<file path="src/rtl/fifo_wr_arbiter_pkg.sv">
// Shared constants for the two-requester FIFO write-port arbiter.
package fifo_wr_arbiter_pkg;

  // FSM state encoding
  localparam logic [0:0] ST_IDLE  = 1'b0;
  localparam logic [0:0] ST_WRITE = 1'b1;

  // Requester indices
  localparam logic REQ0 = 1'b0;
  localparam logic REQ1 = 1'b1;

  // Round-robin pick: on contention the side that did not win last time goes next,
  // otherwise whichever side is requesting.
  function automatic logic rr_pick(input logic req0, input logic req1, input logic last);
    return (req0 && req1) ? ~last : req1;
  endfunction

endpackage

</file>
<file path="src/rtl/fifo_wr_arbiter.sv">
// Round-robin arbiter sharing one FIFO write port between two req/ack requesters.
// Every write is followed by an IDLE cycle so that `full` reflects the last write
// before the next grant is considered.
module fifo_wr_arbiter
  import fifo_wr_arbiter_pkg::*;
#(
  parameter int unsigned B = 8,
  parameter int unsigned C = 8
) (
  input  logic         clk_i,
  input  logic         reset_i,
  input  logic         req0_i,
  input  logic [B-1:0] data0_i,
  output logic         ack0_o,
  input  logic         req1_i,
  input  logic [B-1:0] data1_i,
  output logic         ack1_o,
  input  logic         full_i,
  output logic         wr_o,
  output logic [B-1:0] w_data_o,
  output logic         busy_o,
  output logic         last_grant_o,
  output logic [C-1:0] wr_count_o
);

  logic [0:0]   state_q, state_d;
  logic         wr_q, wr_d;
  logic         ack0_q, ack0_d;
  logic         ack1_q, ack1_d;
  logic [B-1:0] w_data_q, w_data_d;
  logic         last_q, last_d;
  logic [C-1:0] cnt_q, cnt_d;

  logic grant_valid;
  logic grant_idx;

  // Grant decision and next-state logic
  always_comb begin
    grant_valid = !full_i && (req0_i || req1_i);
    grant_idx   = rr_pick(req0_i, req1_i, last_q);

    state_d  = state_q;
    wr_d     = 1'b0;
    ack0_d   = 1'b0;
    ack1_d   = 1'b0;
    w_data_d = w_data_q;
    last_d   = last_q;
    cnt_d    = cnt_q;

    case (state_q)
      ST_IDLE: begin
        if (grant_valid) begin
          state_d  = ST_WRITE;
          wr_d     = 1'b1;
          ack0_d   = (grant_idx == REQ0);
          ack1_d   = (grant_idx == REQ1);
          w_data_d = (grant_idx == REQ1) ? data1_i : data0_i;
          last_d   = grant_idx;
        end
      end
      ST_WRITE: begin
        // The FIFO commits the word on this edge; count it here.
        state_d = ST_IDLE;
        cnt_d   = cnt_q + C'(1);
      end
      default: state_d = ST_IDLE;
    endcase
  end

  // State registers; reset clears strobes immediately, even mid-write
  always_ff @(posedge clk_i or posedge reset_i) begin
    if (reset_i) begin
      state_q  <= ST_IDLE;
      wr_q     <= 1'b0;
      ack0_q   <= 1'b0;
      ack1_q   <= 1'b0;
      w_data_q <= '0;
      last_q   <= REQ1;
      cnt_q    <= '0;
    end else begin
      state_q  <= state_d;
      wr_q     <= wr_d;
      ack0_q   <= ack0_d;
      ack1_q   <= ack1_d;
      w_data_q <= w_data_d;
      last_q   <= last_d;
      cnt_q    <= cnt_d;
    end
  end

  assign wr_o         = wr_q;
  assign ack0_o       = ack0_q;
  assign ack1_o       = ack1_q;
  assign w_data_o     = w_data_q;
  assign busy_o       = (state_q == ST_WRITE);
  assign last_grant_o = last_q;
  assign wr_count_o   = cnt_q;

endmodule

</file>
<file path="config.mk">
export PLATFORM = sky130hd
export DESIGN_NAME = fifo_wr_arbiter
export DESIGN_NICKNAME = d
export VERILOG_FILES = /design/src/rtl/fifo_wr_arbiter_pkg.sv /design/src/rtl/fifo_wr_arbiter.sv
export SDC_FILE = /design/constraint.sdc
export NUM_CORES = 1
export LEC_CHECK = 0
export ABC_AREA = 1
export CAP_MARGIN = 40
export CORE_ASPECT_RATIO = 0.75
export CORE_MARGIN = 1.5
export CORE_UTILIZATION = 30
export CTS_BUF_LIST = sky130_fd_sc_hd__clkbuf_16
export CTS_CLUSTER_DIAMETER = 200
export DETAILED_ROUTE_END_ITERATION = 10
export DONT_BUFFER_PORTS = 1
export PLACE_DENSITY_LB_ADDON = 0.08
export REMOVE_ABC_BUFFERS = 1
export SLEW_MARGIN = 20
export SYNTH_ARGS = -nofsm -noshare
export SYNTH_HDL_FRONTEND = slang
export SYNTH_SLANG_ARGS = --single-unit
</file>
<file path="constraint.sdc">
create_clock -name clk_i -period 1.7 [get_ports clk_i]
set_input_delay 0.17 -clock clk_i [delete_from_list [all_inputs] [get_ports clk_i]]
set_output_delay 0.17 -clock clk_i [all_outputs]
set_load 0.02 [all_outputs]
</file>
==> impl_metrics.tcl <==
set metrics [dict create \
    place_hpwl_um 1520 \
    routed_via_density 4.521 \
    placedCellCount 161 \
    cts.sinks 20 \
    r2r_slack_ps 320 \
    hp-class "in -> reg" \
    pin_count 42 \
    grt_usage_pct 11.90 \
    timing.fmax_mhz 723.6 \
    yosysWarnings 0 \
    multi_input_area_um2 436.7 \
    power_frac_comb_pct 15.5 \
    p_seq_share_pct 53.6 \
    drv_slew 0 \
    power.density_nw_per_um2 1339 \
    fin_crit_ps 1382 \
    layout.cells.non_filler 167 \
    cp_max_fo 10 \
    rsz0062_at_grt "no" \
    die_y_um 53.34 \
    synth_top_area_share_pct 46.91 \
    holdWs_ps 115.6 \
    num_vias 755 \
    n_fill_cell 353 \
    die_w_um 70.12 \
    antenna_found_initial 0 \
    p_leak_nw 0.6121 \
    yosysTopAreaCell "dfrtp_1" \
    drc 0 \
    syn_inst 122 \
    gp_congestion 0.6745 \
    grt_pass1_vias 634 \
    clkPwrFrac_pct 30.8 \
    drive_above_1_share_pct 18.90 \
    start_util_pct 31.03 \
    cts.clk_slew.worst_paths_ps 50 \
    critPathLaunchType "register" \
    cts_buffer_depth 2 \
    antenna_cells 0 \
    cp_data_arrival_time_ps 1570 \
    grt_pass1_wl_um 3325 \
    tritoncts "done" \
    ir_worst_vdd_v 0.0006058 \
    reg2reg_from "last_grant_o$_DFFE_PP1P_" \
    swShare_pct 35.69 \
    finalSetupTns_ps 0 \
    cts_buffers 3 \
    startpoint "last_grant_o$_DFFE_PP1P_" \
    nNetsFinal 150 \
    syn_area_per_cell_um2 8.307 \
    syn_to_final_growth_pct 13.83 \
    setup_slack_ps 318.0 \
    coreArea_um2 3266 \
    wire_per_inst_um 12.76 \
    ctsResizeCount 0 \
    finalPower_mw 1.545 \
    outcome "completed" \
    cts_max_level 1 \
    clock_skew_ps 2.425 \
    ys_ff_latch 20 \
    io_buffers 0 \
    hold_violations 0 \
    grt-ovfl-total 0 \
    wl_um 2131 \
    hp-start "data0_i[3]" \
    power.internal_mw 0.9935 \
    ant_nets 0 \
    ys_seq_area_share_pct 49.51 \
    clk_latency_ps 250 \
    critical_path_class "reg -> reg" \
    drt_iter0_drc 26 \
    drt_pre_antenna_iters 4 \
    grt_start_max_net_pins 21 \
    yosys-top-cells-area "dfrtp_1 47%, nand2_1 18%, nand2_2 6.2%" \
    pre_cts_slack_ps 334.6 \
    post_cts_buffers 0 \
    critical_path_required_ps 1890 \
    finalCritPeriodShare_pct 81.29 \
    cts_root_buf "clkbuf_16" \
    switchingPower_mw 0.5515 \
    syn-cell-area_um2 1013 \
    fp.dieArea_um2 3740 \
    cap_violations 0 \
    regArea_um2 501.7 \
    rows 18 \
    cp-end-kind "register" \
    slew-limit-headroom_pct 77.25 \
    worstMarginPinSlew_ps 341.2 \
    synth.distinct_cells 21 \
    setup_viol_count_final 0 \
]
## worst paths after layout
kind | end | depth (start not counted)
min in group asynchronous | wr_count_o[4]$_DFFE_PP0P_ | 3
worst min-delay path | w_data_o[3]$_DFFE_PP0P_ | 4
worst min register to register | last_grant_o$_DFFE_PP1P_ | 2
worst max register to register | w_data_o[2]$_DFFE_PP0P_ | 6
worst max-delay path | w_data_o[2]$_DFFE_PP0P_ | 6
max in group asynchronous | last_grant_o$_DFFE_PP1P_ | 3
## power by group through the flow
stage	sequential, mW	combinational [mW]	clock, mW
finish	0.829	0.240	0.476
global route	0.852	0.287	0.514
CTS	0.834	0.246	0.494
detailed placement	0.841	0.241	0
global placement	0.839	0.242	0
floorplan	0.812	0.196	0
## synth_stat cells
cell / n
nand4_1: 2
buf_6: 1
inv_1: 11
ha_1: 1
inv_4: 1
buf_4: 1
nor2_1: 2
nand2_4: 1
inv_2: 1
a21oi_2: 1
nand3b_1: 2
nor2_8: 1
dfrtp_1: 19
buf_2: 1
dfstp_2: 1
nand2_1: 49
o21ai_2: 1
xor2_1: 3
nand3_1: 11
nand2_2: 10
nor2_2: 2
## through the flow
step | area (um^2) | util, %
2_1_floorplan | 989.7 | -
3_3_place_gp | 1055 | 32.30
3_5_place_dp | 1055 | 32.30
4_1_cts | 1154 | 35.33
5_1_grt | 1154 | 35.33
6_report | 1154 | 35.33
## flip-flops by register name, indices dropped and copies added (netlist names)
| signal | cells |
|---|---|
| w_data_o | 8 |
| ack0_o | 1 |
| ack1_o | 1 |
| wr_count_o | 8 |
| last_grant_o | 1 |
| busy_o | 1 |
## worst max-delay path: stages, from the launching register on
cell	delay, ps
dfstp_2	620
nand2_2	190
nand2_2	250
nand2_1	90
nand2_1	70
nand2_1	50
nand2_1	50
## cell usage in the layout (no fill, tap or decap), drive strengths merged, types with 2 or more instances in the layout
| cell type | count |
|---|---|
| buf | 2 |
| clkbuf | 3 |
| nand3 | 11 |
| nor2 | 5 |
| nand3b | 2 |
| xor2 | 3 |
| inv | 13 |
| nand4 | 2 |
| dfrtp | 19 |
| dlygate4sd3 | 2 |
| nand2 | 60 |
## routing by layer
layer / part of all wire [%] / up-vias / global-route usage, % / wire length, um
met5: 0 / - / 0 / 0
met4: 0.56 / 0 / 1.923 / 12
met3: 6.9 / 2 / 5.524 / 148
met2: 43 / 19 / 16.35 / 924
met1: 49 / 354 / 17.06 / 1044
li1: - / 380 / - / -
## cell families after synthesis
| kind of cell | Yosys count | synth area share (%) |
|---|---|---|
| buffers and inverters | 16 | 7.407 |
| xor gates and xnor gates | 3 | 2.593 |
| DFF | 20 | 49.51 |
| adders and majority gates | 1 | 1.234 |
| AOI/OAI and AO/OA | 2 | 1.729 |
| and+or+nand+nor | 80 | 37.53 |
## final cells by class
class,count,area share (%)
sequential,20,43.49
timing repair buffer,4,3.037
clock buffer,3,6.508
inverter,13,4.447
tap,40,4.338
multi-input combinational,86,37.85
clock inverter,1,0.3254
## timing repair
action | in CTS | in global routing
endpoints found under the setup margin | 0 | 0
hold buffers | 2 | 0
endpoints found under the hold margin | 20 | 0
(Power assumes the default switching activity.)
